===== src/rtl/issue_scoreboard_if.sv =====
// Decode/writeback/execute/memory-port signal bundle for issue_scoreboard_ctrl.
// The master drives decode and ALU writeback; the slave (controller) drives the rest.
interface issue_scoreboard_if;
    logic       dec_valid;
    logic [3:0] dec_opcode;
    logic [3:0] dec_dest;
    logic [3:0] dec_src1;
    logic [3:0] dec_src2;
    logic [7:0] dec_memAddr;
    logic       wb_valid;
    logic [3:0] wb_reg;
    logic       inuse1;
    logic       inuse2;
    logic       stall;
    logic       ex_valid;
    logic [3:0] ex_opcode;
    logic [3:0] ex_destReg;
    logic       ld_wb_valid;
    logic [3:0] ld_wb_reg;
    logic [7:0] mem_addr;
    logic       mem_we;
    logic       mem_busy;

    modport master (
        output dec_valid, dec_opcode, dec_dest, dec_src1, dec_src2, dec_memAddr,
        output wb_valid, wb_reg,
        input  inuse1, inuse2, stall, ex_valid, ex_opcode, ex_destReg,
        input  ld_wb_valid, ld_wb_reg, mem_addr, mem_we, mem_busy
    );

    modport slave (
        input  dec_valid, dec_opcode, dec_dest, dec_src1, dec_src2, dec_memAddr,
        input  wb_valid, wb_reg,
        output inuse1, inuse2, stall, ex_valid, ex_opcode, ex_destReg,
        output ld_wb_valid, ld_wb_reg, mem_addr, mem_we, mem_busy
    );
endinterface


===== src/rtl/issue_scoreboard_ctrl.sv =====
// Issue controller, register scoreboard and single memory-port sequencer.
// Optional macro ISSUE_PERF_CNT_EN adds saturating stall_count/issue_count outputs.
module issue_scoreboard_ctrl #(
    parameter int NREGS   = 16,
    parameter int MEM_LAT = 3
) (
    input  logic clk,
    input  logic rst,
    issue_scoreboard_if.slave bus
`ifdef ISSUE_PERF_CNT_EN
    ,
    output logic [15:0] stall_count,
    output logic [15:0] issue_count
`endif
);
    localparam logic [3:0] OP_LOAD  = 4'b1110;
    localparam logic [3:0] OP_STORE = 4'b1111;

    typedef enum logic [0:0] {ST_IDLE = 1'b0, ST_BUSY = 1'b1} mem_state_t;

    function automatic logic [NREGS-1:0] reg_mask(input logic [3:0] idx);
        logic [NREGS-1:0] m;
        m      = {NREGS{1'b0}};
        m[idx] = 1'b1;
        return m;
    endfunction

    mem_state_t       state_r, state_next_s;
    logic [NREGS-1:0] busy_r, busy_next_s, clear_view_s;
    logic [3:0]       cnt_r, ld_reg_r;
    logic             is_load_r, mem_we_r;
    logic [7:0]       mem_addr_r;
    logic             ex_valid_r;
    logic [3:0]       ex_opcode_r, ex_dest_r;
    logic             is_load_op_s, is_store_op_s, is_mem_op_s;
    logic             final_beat_s, ld_wb_valid_s, mem_busy_s;
    logic             hazard_s, issue_s, stall_s;

    assign is_load_op_s  = (bus.dec_opcode == OP_LOAD);
    assign is_store_op_s = (bus.dec_opcode == OP_STORE);
    assign is_mem_op_s   = is_load_op_s | is_store_op_s;
    assign mem_busy_s    = (state_r == ST_BUSY);
    assign final_beat_s  = mem_busy_s & (cnt_r == 4'd0);
    assign ld_wb_valid_s = final_beat_s & is_load_r & ~rst;

    // Scoreboard as seen this cycle, with same-cycle writebacks already retired
    always_comb begin
        clear_view_s = busy_r;
        if (bus.wb_valid) begin
            clear_view_s = clear_view_s & ~reg_mask(bus.wb_reg);
        end else begin
            clear_view_s = clear_view_s;
        end
        if (ld_wb_valid_s) begin
            clear_view_s = clear_view_s & ~reg_mask(ld_reg_r);
        end else begin
            clear_view_s = clear_view_s;
        end
    end

    // Hazard detection per opcode class
    always_comb begin
        hazard_s = 1'b0;
        case (bus.dec_opcode)
            OP_LOAD:  hazard_s = clear_view_s[bus.dec_dest] | mem_busy_s;
            OP_STORE: hazard_s = clear_view_s[bus.dec_dest] | mem_busy_s;
            default:  hazard_s = clear_view_s[bus.dec_src1] | clear_view_s[bus.dec_src2]
                               | clear_view_s[bus.dec_dest];
        endcase
    end

    assign stall_s = bus.dec_valid & hazard_s & ~rst;
    assign issue_s = bus.dec_valid & ~hazard_s & ~rst;

    // Next scoreboard: clears first, then a new producer's set wins
    always_comb begin
        busy_next_s = clear_view_s;
        if (issue_s && !is_store_op_s) begin
            busy_next_s = busy_next_s | reg_mask(bus.dec_dest);
        end else begin
            busy_next_s = busy_next_s;
        end
    end

    // Memory port next-state logic
    always_comb begin
        state_next_s = state_r;
        case (state_r)
            ST_IDLE: begin
                if (issue_s && is_mem_op_s) begin
                    state_next_s = ST_BUSY;
                end else begin
                    state_next_s = ST_IDLE;
                end
            end
            ST_BUSY: begin
                if (cnt_r == 4'd0) begin
                    state_next_s = ST_IDLE;
                end else begin
                    state_next_s = ST_BUSY;
                end
            end
            default: state_next_s = ST_IDLE;
        endcase
    end

    // State, scoreboard and execute-stage registers
    always_ff @(posedge clk) begin
        if (rst) begin
            state_r     <= ST_IDLE;
            busy_r      <= {NREGS{1'b0}};
            ex_valid_r  <= 1'b0;
            ex_opcode_r <= 4'd0;
            ex_dest_r   <= 4'd0;
        end else begin
            state_r    <= state_next_s;
            busy_r     <= busy_next_s;
            ex_valid_r <= issue_s;
            if (issue_s) begin
                ex_opcode_r <= bus.dec_opcode;
                ex_dest_r   <= bus.dec_dest;
            end
        end
    end

    // Memory-op context captured at issue; counter runs down while busy
    always_ff @(posedge clk) begin
        if (rst) begin
            cnt_r      <= 4'd0;
            mem_addr_r <= 8'd0;
            mem_we_r   <= 1'b0;
            ld_reg_r   <= 4'd0;
            is_load_r  <= 1'b0;
        end else if (!mem_busy_s && issue_s && is_mem_op_s) begin
            cnt_r      <= 4'(MEM_LAT - 1);
            mem_addr_r <= bus.dec_memAddr;
            mem_we_r   <= is_store_op_s;
            ld_reg_r   <= bus.dec_dest;
            is_load_r  <= is_load_op_s;
        end else if (mem_busy_s) begin
            if (cnt_r == 4'd0) begin
                mem_we_r <= 1'b0;
            end else begin
                cnt_r <= cnt_r - 4'd1;
            end
        end
    end

`ifdef ISSUE_PERF_CNT_EN
    logic [15:0] stall_count_r, issue_count_r;

    // Saturating performance counters
    always_ff @(posedge clk) begin
        if (rst) begin
            stall_count_r <= 16'd0;
            issue_count_r <= 16'd0;
        end else begin
            if (stall_s && stall_count_r != 16'hFFFF) begin
                stall_count_r <= stall_count_r + 16'd1;
            end
            if (issue_s && issue_count_r != 16'hFFFF) begin
                issue_count_r <= issue_count_r + 16'd1;
            end
        end
    end

    assign stall_count = stall_count_r;
    assign issue_count = issue_count_r;
`endif

    assign bus.inuse1      = clear_view_s[bus.dec_src1];
    assign bus.inuse2      = clear_view_s[bus.dec_src2];
    assign bus.stall       = stall_s;
    assign bus.ex_valid    = ex_valid_r;
    assign bus.ex_opcode   = ex_opcode_r;
    assign bus.ex_destReg  = ex_dest_r;
    assign bus.ld_wb_valid = ld_wb_valid_s;
    assign bus.ld_wb_reg   = ld_reg_r;
    assign bus.mem_addr    = mem_addr_r;
    assign bus.mem_we      = mem_we_r;
    assign bus.mem_busy    = mem_busy_s;
endmodule


===== src/flat_wrapper.sv =====
// flat-port wrapper written by rule: the top's interface ports become plain ports
module issue_scoreboard_ctrl_flat 
#(
    parameter int NREGS   = 16,
    parameter int MEM_LAT = 3
)
  (clk, rst, bus_dec_valid, bus_dec_opcode, bus_dec_dest, bus_dec_src1, bus_dec_src2, bus_dec_memAddr, bus_wb_valid, bus_wb_reg, bus_inuse1, bus_inuse2, bus_stall, bus_ex_valid, bus_ex_opcode, bus_ex_destReg, bus_ld_wb_valid, bus_ld_wb_reg, bus_mem_addr, bus_mem_we, bus_mem_busy);
  issue_scoreboard_if bus_i ();
  input  logic clk;
  input  logic rst;
  input wire logic [$bits(bus_i.dec_valid)-1:0] bus_dec_valid;
  input wire logic [$bits(bus_i.dec_opcode)-1:0] bus_dec_opcode;
  input wire logic [$bits(bus_i.dec_dest)-1:0] bus_dec_dest;
  input wire logic [$bits(bus_i.dec_src1)-1:0] bus_dec_src1;
  input wire logic [$bits(bus_i.dec_src2)-1:0] bus_dec_src2;
  input wire logic [$bits(bus_i.dec_memAddr)-1:0] bus_dec_memAddr;
  input wire logic [$bits(bus_i.wb_valid)-1:0] bus_wb_valid;
  input wire logic [$bits(bus_i.wb_reg)-1:0] bus_wb_reg;
  output wire logic [$bits(bus_i.inuse1)-1:0] bus_inuse1;
  output wire logic [$bits(bus_i.inuse2)-1:0] bus_inuse2;
  output wire logic [$bits(bus_i.stall)-1:0] bus_stall;
  output wire logic [$bits(bus_i.ex_valid)-1:0] bus_ex_valid;
  output wire logic [$bits(bus_i.ex_opcode)-1:0] bus_ex_opcode;
  output wire logic [$bits(bus_i.ex_destReg)-1:0] bus_ex_destReg;
  output wire logic [$bits(bus_i.ld_wb_valid)-1:0] bus_ld_wb_valid;
  output wire logic [$bits(bus_i.ld_wb_reg)-1:0] bus_ld_wb_reg;
  output wire logic [$bits(bus_i.mem_addr)-1:0] bus_mem_addr;
  output wire logic [$bits(bus_i.mem_we)-1:0] bus_mem_we;
  output wire logic [$bits(bus_i.mem_busy)-1:0] bus_mem_busy;
  assign bus_i.dec_valid = bus_dec_valid;
  assign bus_i.dec_opcode = bus_dec_opcode;
  assign bus_i.dec_dest = bus_dec_dest;
  assign bus_i.dec_src1 = bus_dec_src1;
  assign bus_i.dec_src2 = bus_dec_src2;
  assign bus_i.dec_memAddr = bus_dec_memAddr;
  assign bus_i.wb_valid = bus_wb_valid;
  assign bus_i.wb_reg = bus_wb_reg;
  assign bus_inuse1 = bus_i.inuse1;
  assign bus_inuse2 = bus_i.inuse2;
  assign bus_stall = bus_i.stall;
  assign bus_ex_valid = bus_i.ex_valid;
  assign bus_ex_opcode = bus_i.ex_opcode;
  assign bus_ex_destReg = bus_i.ex_destReg;
  assign bus_ld_wb_valid = bus_i.ld_wb_valid;
  assign bus_ld_wb_reg = bus_i.ld_wb_reg;
  assign bus_mem_addr = bus_i.mem_addr;
  assign bus_mem_we = bus_i.mem_we;
  assign bus_mem_busy = bus_i.mem_busy;
  issue_scoreboard_ctrl #(.NREGS(NREGS), .MEM_LAT(MEM_LAT)) u_core (.clk(clk), .rst(rst), .bus(bus_i));
endmodule

===== config.mk =====
export PLATFORM = sky130hd
export DESIGN_NAME = issue_scoreboard_ctrl_flat
export DESIGN_NICKNAME = d
export VERILOG_FILES = /design/src/rtl/issue_scoreboard_if.sv /design/src/rtl/issue_scoreboard_ctrl.sv /design/src/flat_wrapper.sv
export SDC_FILE = /design/constraint.sdc
export NUM_CORES = 1
export LEC_CHECK = 0
export ABC_AREA = 1
export BUFFER_PORTS_ARGS = -buffer_cell sky130_fd_sc_hd__buf_2
export CORE_MARGIN = 10
export CORE_UTILIZATION = 40
export CTS_CLUSTER_DIAMETER = 200
export DETAILED_ROUTE_END_ITERATION = 10
export PLACE_DENSITY = 0.61
export SKIP_LAST_GASP = 1
export SLEW_MARGIN = 20
export SYNTH_ARGS = -nofsm -noshare
export SYNTH_HDL_FRONTEND = slang
export SYNTH_SLANG_ARGS = --single-unit

===== constraint.sdc =====
create_clock -name clk -period 2.86 [get_ports clk]
set_input_delay 0.143 -clock clk [delete_from_list [all_inputs] [get_ports clk]]
set_output_delay 0.143 -clock clk [all_outputs]
set_load 0.05 [all_outputs]

==> flow_summary_export.csv <==
group,metric,value,unit
floorplan,placementRows,30,
hold_path,hp-class,"in2reg",
synth,syn-cell-area,2830,sq um
clock_tree,cts.path.max_buffers,2,
final_layout,drive_gt1_frac,0.256,
placement,gp_congestion,0.881,
setup_path,startpoint_type,"flop",
synth,synth-seq-cells,44,
final_layout,largest_register,"u_core.busy_r",
final_layout,fin_nets,540,
timing,finalSetupTns,0,ns
setup_path,crit_required,2.72,ns
power,leakagePower,1.69,nW
floorplan,initial_core_util,0.414,
clock_tree,cts_buffers,5,
clock_tree,cts_tree,"built",
timing,slew_violations,0,
drt,first_iter_violations,209,
timing,fmaxAchievable,370,MHz
timing,rsz0062_at_grt,"yes",
synth,syn_area_per_cell,6.45,sq um
outcome,status,"completed",
synth,syn-instance-count,439,
placement,port-buffer-count,58,
floorplan,io_pins,59,
placement,dp_hpwl,6.69,mm
placement,dp.cells,587,
timing,relSlewSlack,0.515,
setup_path,r2r_setup_slack,0.29,ns
drt,drc,0,
grt,grtUsageTotal,0.151,
final_layout,finish.utilization,0.500,
drt,ant_nets,0,
clock_tree,cts_htree_levels,2,
drt,vias_per_cell,4.96,
final_layout,largest_reg_flops,16,
grt,grt_max_degree,23,
drt,wirelength,8.58,mm
final_layout,antenna_cells,0,
drt,dr_total_vias,2998,
timing,setup_viol,0,
setup_path,critPathMaxFanout,4,
timing,period_minus_slack,2.70,ns
floorplan,die_w,104,microns
grt,grt-ovfl-total,0,
floorplan,die-area,10800,sq um
timing,clock_skew,0.00869,ns
drt,drt-wirelength-per-cell,14.2,microns
final_layout,final_common_cell,"nand2_1",
final_layout,final_cell_mix,"nand2_1 (93), nor2_1 (74), buf_2 (58)",
timing,tightestPinTransition,0.725,ns
power,vdd_ir_drop_max,0.217,mV
grt,grt_pass1_vias,2780,
drt,firstDrtPassIters,5,
setup_path,end_kind,"primary output",
final_layout,syn2layout_area_growth,20.7,%
grt,grt_pass1_wl,13.7,mm
timing,hold_viol,0,
synth,yosysWarnings,0,
clock_tree,cts_sinks,44,
setup_path,crit_arrival,2.56,ns
final_layout,final_cells,604,
synth,syn_nets,472,
floorplan,fp.coreArea,6830,sq um
power,powerDensity,393,nW/um^2
grt,antenna_found_initial,0,
hold_path,hold-path-cell-count,3,
timing,fin_crit_sh,0.944,
clock_tree,clk_latency,0.30,ns
setup_path,r2r_cells,19,
clock_tree,cts.reportedPaths.clkPinSlew,0.09,ns
synth,ys_seq_area_frac,0.311,
job,max-cap-violations,0,
floorplan,fp.dieH,104,microns
clock_tree,cts_root_buf,"clkbuf_8",
setup_path,critPathKind,"reg2out",
synth,synth_cell_types,33,
-- through the flow --
| stage | hold WS [ns] | setup slack (ns) | area [sq um] | total power [W] |
|---|---|---|---|---|
| finish | 0.0539 | 0.160 | 3420 | 0.00134 |
| global route | 0.0594 | -0.0401 | 3420 | 0.00140 |
| CTS | 0.0509 | 0.00551 | 3350 | 0.00134 |
| detailed placement | 0.372 | 0.175 | 3230 | 0.000917 |
| global placement | 0.364 | 0.233 | 3230 | 0.000915 |
| floorplan | 0.256 | 0.0179 | 2840 | 0.000831 |
-- where the power goes --
part | internal, W | total, W | switching, W
sequential | 0.000627 | 0.000635 | 0.00000754
combinational | 0.0000825 | 0.000277 | 0.000194
clock | 0.000198 | 0.000431 | 0.000233
-- worst max-delay path, cell delays in order, from the launching register on --
cell,delay (ns)
dfxtp_1,0.36
inv_1,0.06
ha_2,0.20
nand3_4,0.14
nor2_4,0.07
buf_4,0.16
nand2_1,0.07
nand3_2,0.13
nand2_1,0.09
nand3_1,0.06
nand3_1,0.08
nand3_2,0.07
nand2_2,0.09
nor2_1,0.05
nor2_1,0.16
nor2_4,0.07
nor3_2,0.10
buf_2,0.29
-- worst paths after layout --
| check | from | end |
|---|---|---|
| max | u_core.cnt_r[1] | bus_stall |
| min | bus_dec_memAddr[0] | u_core.bus.mem_addr[0] |
| max reg2reg | u_core.cnt_r[1] | u_core.busy_r[15] |
| min reg2reg | u_core.cnt_r[0] | u_core.cnt_r[0] |
-- synthesized netlist by cell type, drive strengths merged --
master	count	area [sq um]
xnor2	1	8.76
dfxtp	44	881
inv	58	218
o21ai	17	115
nand2	116	513
o31ai	1	21.3
a21oi	20	100
nor3	3	15.0
clkbuf	7	33.8
nand3b	1	7.51
a21boi	3	22.5
buf	5	52.6
o22ai	6	37.5
o21a	8	60.1
nand4	20	131
or2	1	6.26
nand3	48	263
nor2	79	333
ha	1	12.5
-- kinds of logic after synthesis --
family / share of synthesized area
flip-flops: 0.311
AND/OR/NAND/NOR: 0.448
buffers and inverters: 0.107
adder cells (fa/ha/maj): 0.00442
XOR/XNOR: 0.00309
AO/OA/AOI/OAI: 0.126
-- what timing repair did --
item	in CTS	in global routing
setup endpoints to repair	1	19
pin swaps	1	3
hold buffers	0	0
cloned	0	1
buffers inserted	3	5
gates resized for setup	0	6
-- per-layer routing --
layer	up-vias	routed length, microns	GRT usage
met2	112	3820	0.232
met4	0	287	0.0586
met5	-	0	0
met3	30	698	0.0496
met1	1307	3770	0.191
li1	1549	-	-
-- cell type report --
| cell class | count | area (sq um) |
|---|---|---|
| fill | 712 | 3410 |
| multi-input combinational | 326 | 1680 |
| sequential | 44 | 881 |
| timing repair buffer | 72 | 420 |
| inverter | 58 | 218 |
| tap | 96 | 120 |
| clock buffer | 6 | 82.6 |
| clock inverter | 2 | 13.8 |
No activity file was read; power rests on OpenSTA's default activity.
